## config.mk

```make
export PLATFORM = sky130hd
export DESIGN_NAME = lap_recorder
export DESIGN_NICKNAME = d
export VERILOG_FILES = /design/src/rtl/lap_recorder.sv
export SDC_FILE = /design/constraint.sdc
export NUM_CORES = 1
export LEC_CHECK = 0
export ABC_AREA = 0
export BUFFER_PORTS_ARGS = -buffer_cell sky130_fd_sc_hd__buf_2
export CAP_MARGIN = 25
export CELL_PAD_IN_SITES_DETAIL_PLACEMENT = 0
export CELL_PAD_IN_SITES_GLOBAL_PLACEMENT = 1
export CORE_UTILIZATION = 50
export CTS_CLUSTER_DIAMETER = 30
export DETAILED_ROUTE_END_ITERATION = 10
export HOLD_SLACK_MARGIN = 0.03
export PLACE_DENSITY = 0.9
export SYNTH_ARGS = -nofsm -noshare
export SYNTH_HDL_FRONTEND = slang
export SYNTH_SLANG_ARGS = --single-unit
```

## constraint.sdc

```tcl
create_clock -name clk -period 5.07 [get_ports clk]
set_input_delay 0.7605 -clock clk [delete_from_list [all_inputs] [get_ports clk]]
set_output_delay 0.7605 -clock clk [all_outputs]
set_load 0.02 [all_outputs]
```

## src/rtl/lap_recorder.sv

```systemverilog
// Lap/split recorder placed between the BCD time counters and the display scan driver.
// Shows live time, freezes on a split, keeps the most recent 2**IDX_W splits in a
// circular memory and lets the user browse them newest-first in a recall mode.
module lap_recorder #(
  parameter int NUM_DIGITS = 4,
  parameter int IDX_W      = 3
) (
  input  logic                    clk,
  input  logic                    rst,
  input  logic [4*NUM_DIGITS-1:0] time_in,
  input  logic                    clear_state,
  input  logic                    clear_laps,
  input  logic                    lap_pulse,
  input  logic                    recall_pulse,
  output logic [4*NUM_DIGITS-1:0] digits_out,
  output logic [IDX_W:0]          lap_count,
  output logic [IDX_W:0]          shown_lap,
  output logic                    frozen,
  output logic                    recall_active,
  output logic                    overflow
);

  localparam int DW    = 4 * NUM_DIGITS;
  localparam int DEPTH = 2 ** IDX_W;
  localparam logic [IDX_W:0] DEPTH_C = (IDX_W + 1)'(DEPTH);
  localparam logic [IDX_W:0] ONE_C   = (IDX_W + 1)'(1);

  typedef enum logic [1:0] {
    S_LIVE   = 2'd0,
    S_FROZEN = 2'd1,
    S_RECALL = 2'd2
  } state_t;

  state_t           r_state;
  state_t           w_state_next;

  logic [DW-1:0]    r_mem [DEPTH];
  logic [IDX_W-1:0] r_wr_ptr;
  logic [IDX_W:0]   r_count;
  logic [IDX_W:0]   r_shown;
  logic [DW-1:0]    r_digits;
  logic             r_frozen;
  logic             r_recall;
  logic             r_overflow;

  // Qualified events after applying the input priority chain
  logic             w_do_clear_laps;
  logic             w_lap;
  logic             w_rec;
  logic             w_has_laps;
  logic             w_full;
  logic             w_write;

  // Display source selection for the next cycle
  logic [IDX_W:0]   w_shown_next;
  logic             w_load_zero;
  logic             w_load_live;
  logic             w_load_mem;
  logic [IDX_W:0]   w_rd_sum;
  logic [IDX_W-1:0] w_rd_idx;

  assign w_do_clear_laps = !clear_state && clear_laps;
  assign w_lap           = !clear_state && !clear_laps && lap_pulse;
  // A recall press coinciding with a lap press is dropped
  assign w_rec           = !clear_state && !clear_laps && !lap_pulse && recall_pulse;
  assign w_has_laps      = (r_count != '0);
  assign w_full          = (r_count == DEPTH_C);
  // Only a split taken from LIVE is recorded; lap presses elsewhere just return to LIVE
  assign w_write         = w_lap && (r_state == S_LIVE);

  // Physical slot of the lap being shown: oldest retained entry plus (shown - 1)
  assign w_rd_sum = {1'b0, r_wr_ptr} - r_count + w_shown_next - ONE_C;
  assign w_rd_idx = w_rd_sum[IDX_W-1:0];

  // State register
  always_ff @(posedge clk) begin
    if (rst) begin
      r_state <= S_LIVE;
    end else begin
      r_state <= w_state_next;
    end
  end

  // Next-state selection following the input priority chain
  always_comb begin
    w_state_next = r_state;
    if (clear_state) begin
      w_state_next = S_LIVE;
    end else if (clear_laps) begin
      if (r_state == S_RECALL) begin
        w_state_next = S_LIVE;
      end
    end else begin
      case (r_state)
        S_LIVE: begin
          if (w_lap) begin
            w_state_next = S_FROZEN;
          end else if (w_rec && w_has_laps) begin
            w_state_next = S_RECALL;
          end
        end
        S_FROZEN: begin
          if (w_lap) begin
            w_state_next = S_LIVE;
          end else if (w_rec && w_has_laps) begin
            w_state_next = S_RECALL;
          end
        end
        S_RECALL: begin
          if (w_lap) begin
            w_state_next = S_LIVE;
          end
        end
        default: w_state_next = S_LIVE;
      endcase
    end
  end

  // Output decode: which value the display register loads and the next shown lap number
  always_comb begin
    w_shown_next = r_shown;
    w_load_zero  = 1'b0;
    w_load_live  = 1'b0;
    w_load_mem   = 1'b0;
    if (clear_state) begin
      w_shown_next = '0;
      w_load_zero  = 1'b1;
    end else if (clear_laps) begin
      if (r_state == S_RECALL) begin
        w_shown_next = '0;
        w_load_live  = 1'b1;
      end else if (r_state == S_LIVE) begin
        w_load_live  = 1'b1;
      end
    end else begin
      case (r_state)
        S_LIVE: begin
          if (w_rec && w_has_laps) begin
            w_shown_next = r_count;
            w_load_mem   = 1'b1;
          end else begin
            // Includes the split itself: the frozen value is the time sampled on the press
            w_load_live  = 1'b1;
          end
        end
        S_FROZEN: begin
          if (w_lap) begin
            w_load_live  = 1'b1;
          end else if (w_rec && w_has_laps) begin
            w_shown_next = r_count;
            w_load_mem   = 1'b1;
          end
        end
        S_RECALL: begin
          if (w_lap) begin
            w_shown_next = '0;
            w_load_live  = 1'b1;
          end else if (w_rec) begin
            // Step towards older laps, wrapping from the oldest back to the newest
            w_shown_next = (r_shown == ONE_C) ? r_count : (r_shown - ONE_C);
            w_load_mem   = 1'b1;
          end
        end
        default: begin
          w_shown_next = '0;
          w_load_zero  = 1'b1;
        end
      endcase
    end
  end

  // Registered display value, shown lap number and state flags
  always_ff @(posedge clk) begin
    if (rst) begin
      r_digits <= '0;
      r_shown  <= '0;
      r_frozen <= 1'b0;
      r_recall <= 1'b0;
    end else begin
      if (w_load_zero) begin
        r_digits <= '0;
      end else if (w_load_live) begin
        r_digits <= time_in;
      end else if (w_load_mem) begin
        r_digits <= r_mem[w_rd_idx];
      end
      r_shown  <= w_shown_next;
      r_frozen <= (w_state_next == S_FROZEN);
      r_recall <= (w_state_next == S_RECALL);
    end
  end

  // Write pointer, stored-lap count and sticky overflow flag
  always_ff @(posedge clk) begin
    if (rst) begin
      r_wr_ptr   <= '0;
      r_count    <= '0;
      r_overflow <= 1'b0;
    end else if (w_do_clear_laps) begin
      r_wr_ptr   <= '0;
      r_count    <= '0;
      r_overflow <= 1'b0;
    end else if (w_write) begin
      r_wr_ptr <= r_wr_ptr + 1'b1;
      if (w_full) begin
        r_overflow <= 1'b1;
      end else begin
        r_count <= r_count + ONE_C;
      end
    end
  end

  // Lap memory write port; contents need no reset since count gates every read
  always_ff @(posedge clk) begin
    if (w_write) begin
      r_mem[r_wr_ptr] <= time_in;
    end
  end

  assign digits_out    = r_digits;
  assign lap_count     = r_count;
  assign shown_lap     = r_shown;
  assign frozen        = r_frozen;
  assign recall_active = r_recall;
  assign overflow      = r_overflow;

endmodule

```

Yosys cells after proc, flatten, opt, wreduce, memory -nomap -nowiden

Memories as Yosys holds them, arrays and structs flattened.
Cells that the tools add are included.

Flip-flop bits (word level): 32
Memory bits (writable): 128
Input bits: 22
Word-level logic and storage cells: 79
Memories kept: 1

Add/sub/neg operators: 6
Equality and inequality tests: 6
Multiplexer cells: 38
Bitwise gates (word level): 1
Reduce and logical (&&, ||, !) cells: 19

Memory list:

| name  | depth | bits a word | rd ports | clocked after memory_dff | write ports | line | source |
|---|---|---|---|---|---|---|---|
| r_mem | 8     | 16          | 1        | 0                        | 1           | 37   | `logic [DW-1:0] r_mem [DEPTH];` |

Operator list:

| kind                | count |
|---|---|
| $mux 16             | 2 |
| $mux 4              | 8 |
| $mux 1              | 17 |
| $mux 2              | 7 |
| $pmux 4 s3          | 1 |
| $logic_and 1x1->1   | 7 |
| $pmux 2 s3          | 1 |
| $reduce_or 2->1     | 3 |
| $add 4x1->4 const B | 1 |
| $eq 2x1->1 const B  | 2 |
| $eq 2x2->1 const B  | 2 |
| $eq 4x1->1 const B  | 1 |
| $eq 4x4->1 const B  | 1 |
| $reduce_and 2->1    | 2 |
| $reduce_bool 4->1   | 1 |
| $sub 4x1->4 const B | 1 |
| $add 3x1->3 const B | 1 |
| $add 3x3->3         | 1 |
| $logic_not 1->1     | 3 |
| $pmux 1 s3          | 1 |
| $reduce_or 3->1     | 1 |
| $sub 3x1->3 const B | 1 |
| $sub 3x3->3         | 1 |
| $logic_not 2->1     | 1 |
| other kinds (3)     | 3 |

Longest topological paths before layout

Gate-level depths: netlist of the first run.
An unclocked memory read counts as a cell.

Word-level depth: 15
Depth in mapped cells: 19
Mapped depth without buffers: 17

Worst setup path after synthesis of the first run

OpenSTA, ideal clock, no wires.

Kind: reg2reg
Start point: register r_shown[0], in the netlist shown_lap[0]
End point: register r_digits[0], in the netlist digits_out[0]
Setup time: 0.116 ns
Data arrival time: 4.349 ns
Required time: 4.954 ns
Slack: 0.605 ns
Stages on the path, launching flop included: 14
Path buffers: 3
Period minus slack after synthesis: 4.465 ns
Path through: dfxtp_1 > ha_1 > or3b_2 > mux2i_1 > o21ai_0 > a32oi_1 > o221a_2 > or2_2 > fa_1 > buf_2 > buf_2 > clkbuf_1 > mux4_2 > o211a_1

Cells in the longest elaborated chain, start to end: 12
Elaborated cells on any way between the ends: 16
Those cells by class: add/sub (3); eq/ne (1); mux (11); memory (1)

RTL lines:

| element                                          | line | source |
|---|---|---|
| start: declaration                               | 40   | `logic [IDX_W:0] r_shown;` |
| start signal: assignment                         | 187  | `r_shown <= w_shown_next;` |
| $sub 4x1->4 / $eq 4x1->1 (equally long branches) | 160  | `w_shown_next = (r_shown == ONE_C) ? r_count : (r_shown - ONE_C);` |
| $mux 4                                           | 160  |  |
| $mux 4                                           | 158  | `end else if (w_rec) begin` |
| $mux 4                                           | 155  | `if (w_lap) begin` |
| $pmux 4 s3                                       | 136  | `case (r_state)` |
| $mux 4 *                                         | 128  | `end else if (clear_laps) begin` |
| $mux 4 *                                         | 125  | `if (clear_state) begin` |
| $add 3x3->3 *                                    | 72   | `assign w_rd_sum = {1'b0, r_wr_ptr} - r_count + w_shown_next - ONE_C;` |
| $sub 3x1->3 *                                    | 72   |  |
| $mem_v2 8x16 *                                   | n/a  |  |
| $mux 16 *                                        | 184  | `end else if (w_load_mem) begin` |
| $mux 16 *                                        | 182  | `end else if (w_load_live) begin` |
| end signal: assignment                           | 183  | `r_digits <= time_in;` |
| end signal: assignment                           | 185  | `r_digits <= r_mem[w_rd_idx];` |
| end: declaration                                 | 41   | `logic [DW-1:0] r_digits;` |

Every way passes the cells marked *; elsewhere a longest branch is shown, timed or not. The select of a mux whose other input is x is not followed.
A chain may end at the register's enable or synchronous reset.

Final worst setup path of the first run

Start point: register r_shown[0], in the netlist shown_lap[0]
End point: register r_digits[11], in the netlist digits_out[11]

Same word-level chain as after synthesis.

==> impl_metrics.ini, run 1 <==
[floorplanning]
die_area_um2 = 14700
core_region_area_um2 = 13900
ioPinCount = 49
die_y_um = 121
chipWidth_um = 121
initial_core_util = 0.514
rows = 43

[power_and_ir_drop]
leakagePower_nw = 3.00
power_frac_seq = 0.513
ir_worst_vdd_v = 0.000232
swShare = 0.221
internal_power_mw = 2.18
power.density_nw_per_um2 = 341
pwr-share-clk = 0.428
finalPower_mw = 2.80
comb_power_share = 0.059
p_switching_uw = 619

[min_path]
hold_path_startpoint = overflow$_SDFFE_PP0P_
worstHoldEndpoint = overflow$_SDFFE_PP0P_
hp-class = flip-flop to flip-flop
min_delay_path_depth = 2

[worst_setup_path]
timing.rr.end = digits_out[11]$_SDFFE_PP0P_
r2r-start = shown_lap[0]$_SDFF_PP0_
slowest_delay_ps = 790
crit_slowest_cell = fa_2
ff2ff_path_depth = 13
critical_path.max_fanout = 21
crit_chain = ha_1, or3b_2, mux2i_1, o21ai_0, a32oi_1, o221a_2, or2_2, fa_2, buf_12, mux4_2, nor3_1, mux2i_1, o211a_1
end_kind = flip-flop
cpMostUsedCell = mux2i_1
path_class = flip-flop to flip-flop
required_ps = 5380
r2r_slack_ps = 680
arrival_ps = 4710
worst_setup_path_start_kind = flip-flop

[logic_synthesis]
synthMuxAreaShare = 0.131
ys_seq_elements = 160
ys_warn_count = 0
synth.cell_area_um2 = 7130
ys.flop_type = edfxtp_1
synth_seq_area_share = 0.629
syn_avg_cell_area_um2 = 14.5
synth-simple-area-share = 0.106
synth_xor_area_frac = 0.00983
synth_compound_area_frac = 0.0755
synth_top_family_by_area = multiplexers
syn_nets = 527
synth_edf_count = 128
synthCells = 492
async_flop_share = 0
synth_fa_ha_area_frac = 0.0249
synth_cell_types = 54

[cts]
cts_tree = done
cts_root_buf = clkbuf_16
cts_resized = 0
hold_buffers = 0
htreeDepth = 4
cts.sinks = 160
cts.path.max_buffers = 2
postCtsSetupRepairBufs = 0
cts_made_buffers = 17
clk_latency_ps = 420
clk_pin_slew_ps = 70

[drt]
first_iter_violations = 458
routed_wl_um = 15900
met1_length_um = 6630
met2_wirelength_um = 7950
drt-pass1-iter-count = 5
ant_nets = 0
drc_errors = 0
wl_per_cell_um = 21.4
topRoutingLayerUsed = met4
wl_met3_um = 885
avgViaCountPerCell = 6.08
num_vias = 4505

[timing]
setup_tns_ps = 0
period_minus_slack_ps = 4390
skew_ps = 10.1
maxSlewHeadroom = 0.313
setup_viol = 0
worstMarginPinSlew_ps = 1030
drv_slew = 0
hold_ws_ps = 481
fmax_ghz = 0.228
layout_setup_ws_ps = 675
rsz0062_at_grt = no
fin_crit_sh = 0.867
hold_violations = 0

[finish]
final_nets = 582
instances_no_fill = 741
finish.utilization = 0.591
drive_gt1_frac = 0.255
final_area_um2 = 8200
syn2layout_area_growth_pct = 15.0

[placement]
dp_hpwl_um = 9570
place_ws_ps = 449
io_buffers = 48
dp_cells = 707
placed_area_um2 = 7630
gp_congestion = 0.887

[global_route]
grt_pass1_wl_um = 24700
grtUsageTotal = 0.231
overflow = 0
grt_max_degree = 33
first_global_vias = 4561
grt_antenna_before_repair = 1

[run_status]
status = finished clean

[flow_run]
maxCapViolations = 0
==> registers in the layout, indices dropped and copies added, names as in the netlist <==
register,count
r_wr_ptr,3
digits_out,16
recall_active,1
shown_lap,4
lap_count,4
frozen,1
r_state,2
overflow,1
r_mem,128
==> worst max-delay path: cells and delay by family (launching register included) <==
| kind | cells | cell delay (ps) |
|---|---|---|
| AND/OR/NAND/NOR | 3 | 1000 |
| flip-flops | 1 | 480 |
| AO/OA/AOI/OAI | 4 | 680 |
| multiplexers | 3 | 800 |
| adder cells (fa/ha/maj) | 2 | 1040 |
| buffers and inverters | 1 | 270 |
==> synth_stat cells (all sizes together) (3+ instances only) <==
| cell type | n | area, µm² |
|---|---|---|
| a32oi | 4 | 35.0 |
| edfxtp | 128 | 3840 |
| nor3 | 40 | 200 |
| ha | 11 | 138 |
| mux2i | 21 | 210 |
| mux4 | 32 | 721 |
| o21ai | 8 | 40.0 |
| inv | 9 | 33.8 |
| xor2 | 4 | 35.0 |
| clkbuf | 18 | 68.8 |
| o211a | 15 | 150 |
| a22oi | 3 | 22.5 |
| xnor2 | 4 | 35.0 |
| nand2 | 18 | 67.6 |
| buf | 10 | 71.3 |
| and2 | 4 | 27.5 |
| or2 | 4 | 25.0 |
| o31ai | 4 | 35.0 |
| nand2b | 6 | 37.5 |
| dfxtp | 32 | 641 |
| nor2 | 59 | 224 |
| nor2b | 3 | 18.8 |
| a211oi | 15 | 113 |
| a21oi | 10 | 50.1 |
==> how the worst max path moves through the flow <==
stage / startpoint / to / cells after the start / slack [ps]
detailed placement: clear_laps / digits_out[11]$_SDFFE_PP0P_ / 13 / 450
global placement: clear_laps / digits_out[5]$_SDFFE_PP0P_ / 12 / 530
finish: shown_lap[0]$_SDFF_PP0_ / digits_out[11]$_SDFFE_PP0P_ / 13 / 680
global route: shown_lap[0]$_SDFF_PP0_ / digits_out[7]$_SDFFE_PP0P_ / 13 / 430
floorplan: shown_lap[0]$_SDFF_PP0_ / digits_out[0]$_SDFFE_PP0P_ / 13 / 600
CTS: shown_lap[0]$_SDFF_PP0_ / digits_out[11]$_SDFFE_PP0P_ / 13 / 640
==> cell families (layout without fill, tap and decap cells) <==
logic type      after synthesis  after routing
other cells                   0              1
compound gates               70             70
buf+inv                      37            105
simple gates                151            151
mux                          53             53
xor+xnor                      8              8
flops                       160            160
fa+ha+maj                    13             13
==> area by class of cell <==
type / instances / area [µm²]
well taps: 180 / 225
multi-input cells: 295 / 2510
fillers: 1065 / 5680
repair buffers: 64 / 393
diodes: 1 / 2.50
clock inverters: 11 / 110
clock buffers: 21 / 440
inverters: 9 / 33.8
flip-flops and latches: 160 / 4480
==> per-layer routing <==
metal / track usage / vias up
met3: 0.0508 / 31
met5: 0 / -
met1: 0.294 / 2289
met4: 0.116 / 0
li1: - / 2030
met2: 0.374 / 155
==> power by group through the flow <==
stage | Clock, mW | Combinational [mW] | Sequential [mW]
floorplan | 0 | 0.0960 | 1.47
global placement | 0 | 0.159 | 1.46
detailed placement | 0 | 0.165 | 1.46
CTS | 1.21 | 0.167 | 1.43
global route | 1.26 | 0.180 | 1.43
finish | 1.20 | 0.166 | 1.43
==> placed cells by master, fill, tap and decap left out, types with 3 or more instances in the layout <==
master / instances
a32oi_1: 4
and2_1: 3
buf_4: 13
o21ai_0: 6
edfxtp_1: 128
or2_2: 4
ha_1: 11
clkinv_4: 3
clkbuf_1: 4
xnor2_1: 4
o211a_1: 15
a22oi_1: 3
buf_2: 48
nor2_1: 57
mux2i_1: 21
mux4_2: 32
nor3_1: 38
nand2_1: 18
nor2b_1: 3
a211oi_1: 15
inv_1: 9
clkbuf_16: 17
a21oi_1: 10
dfxtp_1: 32
xor2_1: 4
nand2b_1: 6
Note: power is estimated with default switching activity, not from simulation.
==> inputs of run 2 (changes only) <==
ABC_AREA = 1   (was 0)
CORE_UTILIZATION = 49   (was 50)
PLACE_DENSITY = 0.91   (was 0.9)
==> run 2 against run 1 <==
Effect of this change: the run now ends with design-rule violations left; clock skew shrank 3.2 ps; register-to-register slack improved by 430 ps; via count is 16% higher; total power increased by 1.1%; flip-flop and latch count unchanged; critical endpoint is now digits_out[5]$_SDFFE_PP0P_.
==> impl_metrics.ini, run 2 <==
[logic_synthesis]
synth_cell_types = 45
synth_top_cell_by_area = edfxtp_1
yosysMostFrequentCell = nand2_1
synth_commonest_cells = 149 x nand2_1, 128 x edfxtp_1, 51 x a21oi_1
ys_warn_count = 0
async_flop_share = 0
synth_edf_count = 128
synthCells = 668
synth_seq_area_share = 0.605
syn_avg_cell_area_um2 = 11.1
synthTopCellsByArea = edfxtp_1 52%, dfxtp_1 8.6%, nand2_1 7.5%
ys_seq_elements = 160
ys.flop_type = edfxtp_1
synth_top_cell_area_share = 0.519
syn_nets = 703
synth.cell_area_um2 = 7410

[drt]
drt-pass1-iter-count = 8
first_iter_violations = 457
routed_wl_um = 17300
avgViaCountPerCell = 5.73
num_vias = 5229
wl_per_cell_um = 18.9
drc_errors = 6
ant_nets = 0

[timing]
layout_setup_ws_ps = 1100
hold_violations = 0
rsz0062_at_grt = no
drv_slew = 0
fmax_ghz = 0.252
period_minus_slack_ps = 3970
skew_ps = 6.84
hold_ws_ps = 486
maxSlewHeadroom = 0.535
worstMarginPinSlew_ps = 698
fin_crit_sh = 0.783
setup_viol = 0
setup_tns_ps = 0

[placement]
io_buffers = 48
dp_hpwl_um = 10600
gp_congestion = 0.929
dp_cells = 881
place_ws_ps = 830
placed_area_um2 = 7810

[cts]
clk_latency_ps = 420
postCtsSetupRepairBufs = 0
htreeDepth = 4
clk_pin_slew_ps = 60
cts_tree = done
cts_root_buf = clkbuf_16
cts.sinks = 160
hold_buffers = 0
cts.path.max_buffers = 2
cts_resized = 0
cts_made_buffers = 17

[global_route]
first_global_vias = 5323
grt_max_degree = 65
grt_pass1_wl_um = 27700
grtUsageTotal = 0.234
grt_antenna_before_repair = 0
overflow = 0

[worst_setup_path]
crit_chain = inv_1, ha_1, inv_1, nor2_1, nand2_2, nand2_4, inv_2, nor2_1, o311ai_0, a22oi_1, nor2_1, fa_1, ha_2, xor2_1, xnor2_4, inv_2, nand3_4, nand2_8, nand2_1, nand3_1, a21oi_1
worst_setup_path_start_kind = flip-flop
worstPathBufferInverterCount = 4
critical_path.max_fanout = 17
path_class = flip-flop to flip-flop
r2r-start = lap_count[1]$_SDFFE_PP0P_
path_depth = 21
crit_slowest_cell = dfxtp_1
r2r_slack_ps = 1100
required_ps = 5380
critPathLaunch = lap_count[1]$_SDFFE_PP0P_
path_delay_family = simple AND/OR/NAND/NOR gates
ff2ff_path_depth = 21
end_kind = flip-flop
critPathCapture = digits_out[5]$_SDFFE_PP0P_
arrival_ps = 4280
slowest_delay_ps = 450
cpMostUsedCell = nor2_1
timing.rr.end = digits_out[5]$_SDFFE_PP0P_

[finish]
syn2layout_area_growth_pct = 12.1
final_area_um2 = 8300
finish.utilization = 0.567
final_cell_mix = 149 x nand2_1, 128 x edfxtp_1, 51 x a21oi_1
seq_area_um2 = 4480
instances_no_fill = 913
diodes = 0
largest_reg_flops = 128
final_nets = 751
registers.top_by_ff_count = r_mem
final_common_cell = nand2_1
drive_gt1_frac = 0.203
fillers = 1202
multiInputGateArea_um2 = 2520

[floorplanning]
chipWidth_um = 125
ioPinCount = 49
die_y_um = 125
initial_core_util = 0.506
die_area_um2 = 15600
rows = 44
core_region_area_um2 = 14600

[run_status]
violations = design-rule violations
status = finished with violations

[min_path]
hp-class = flip-flop to flip-flop

[flow_run]
maxCapViolations = 0

[power_and_ir_drop]
leakagePower_nw = 3.26
p_switching_uw = 675
internal_power_mw = 2.15
finalPower_mw = 2.83
power.density_nw_per_um2 = 340
power_frac_seq = 0.509
pwr-share-clk = 0.383
comb_power_share = 0.108
swShare = 0.239
ir_worst_vdd_v = 0.000226
[run 2: cell count changes in the layout (fill, tap and decap cells not counted), sizes merged, moves of 25 or more]
| cell | previous run | this run |
|---|---|---|
| mux4 | 32 | 0 |
| a32o | 0 | 32 |
| nand3 | 2 | 57 |
| nor2 | 59 | 34 |
| a21oi | 10 | 62 |
| nor3 | 40 | 3 |
| inv | 12 | 53 |
| nand2 | 18 | 171 |
[run 2: cells by family (layout without fill, tap and decap cells)]
group | Yosys count | in the layout | synth area share
flops | 160 | 160 | 0.605
buf+inv | 86 | 147 | 0.0546
simple gates | 269 | 269 | 0.185
xor+xnor | 4 | 4 | 0.00828
compound gates | 136 | 136 | 0.123
fa+ha+maj | 13 | 13 | 0.0240
[run 2: tightest hold or removal path, stage by stage (launching register included)]
cell	delay, ps
dfxtp_1	330
nor2_1	50
nor2_1	80
[run 2: power by group through the flow]
stage	sequential, mW	combinational [mW]	clock [mW]
4_1_cts	1.44	0.305	1.10
3_3_place_gp	1.47	0.292	0
6_report	1.44	0.304	1.08
5_1_grt	1.44	0.335	1.15
3_5_place_dp	1.47	0.303	0
2_1_floorplan	1.47	0.215	0
[run 2: final cells by class]
cell class | count | share of cell area
repair buffers | 61 | 0.0437
inverters | 54 | 0.0247
clock inverters | 9 | 0.00588
multi-input cells | 422 | 0.304
clock buffers | 23 | 0.0539
well taps | 184 | 0.0277
flip-flops and latches | 160 | 0.540
[run 2: how the worst min path moves through the flow]
stage | from | to | slack, ps | cells after the start
after floorplan | r_wr_ptr[0]$_SDFFE_PP0P_ | r_wr_ptr[0]$_SDFFE_PP0P_ | 470 | 2
after CTS | overflow$_SDFFE_PP0P_ | overflow$_SDFFE_PP0P_ | 490 | 2
after detailed placement | overflow$_SDFFE_PP0P_ | overflow$_SDFFE_PP0P_ | 470 | 2
after global placement | overflow$_SDFFE_PP0P_ | overflow$_SDFFE_PP0P_ | 460 | 2
final | overflow$_SDFFE_PP0P_ | overflow$_SDFFE_PP0P_ | 490 | 2
after global routing | overflow$_SDFFE_PP0P_ | overflow$_SDFFE_PP0P_ | 510 | 2
[run 2: layer usage]
metal / track usage / up-vias / wire length (µm)
li1: - / 2460 / -
met1: 0.278 / 2532 / 6980
met2: 0.407 / 198 / 8670
met3: 0.0419 / 39 / 1050
met4: 0.121 / 0 / 574
met5: 0 / - / 0
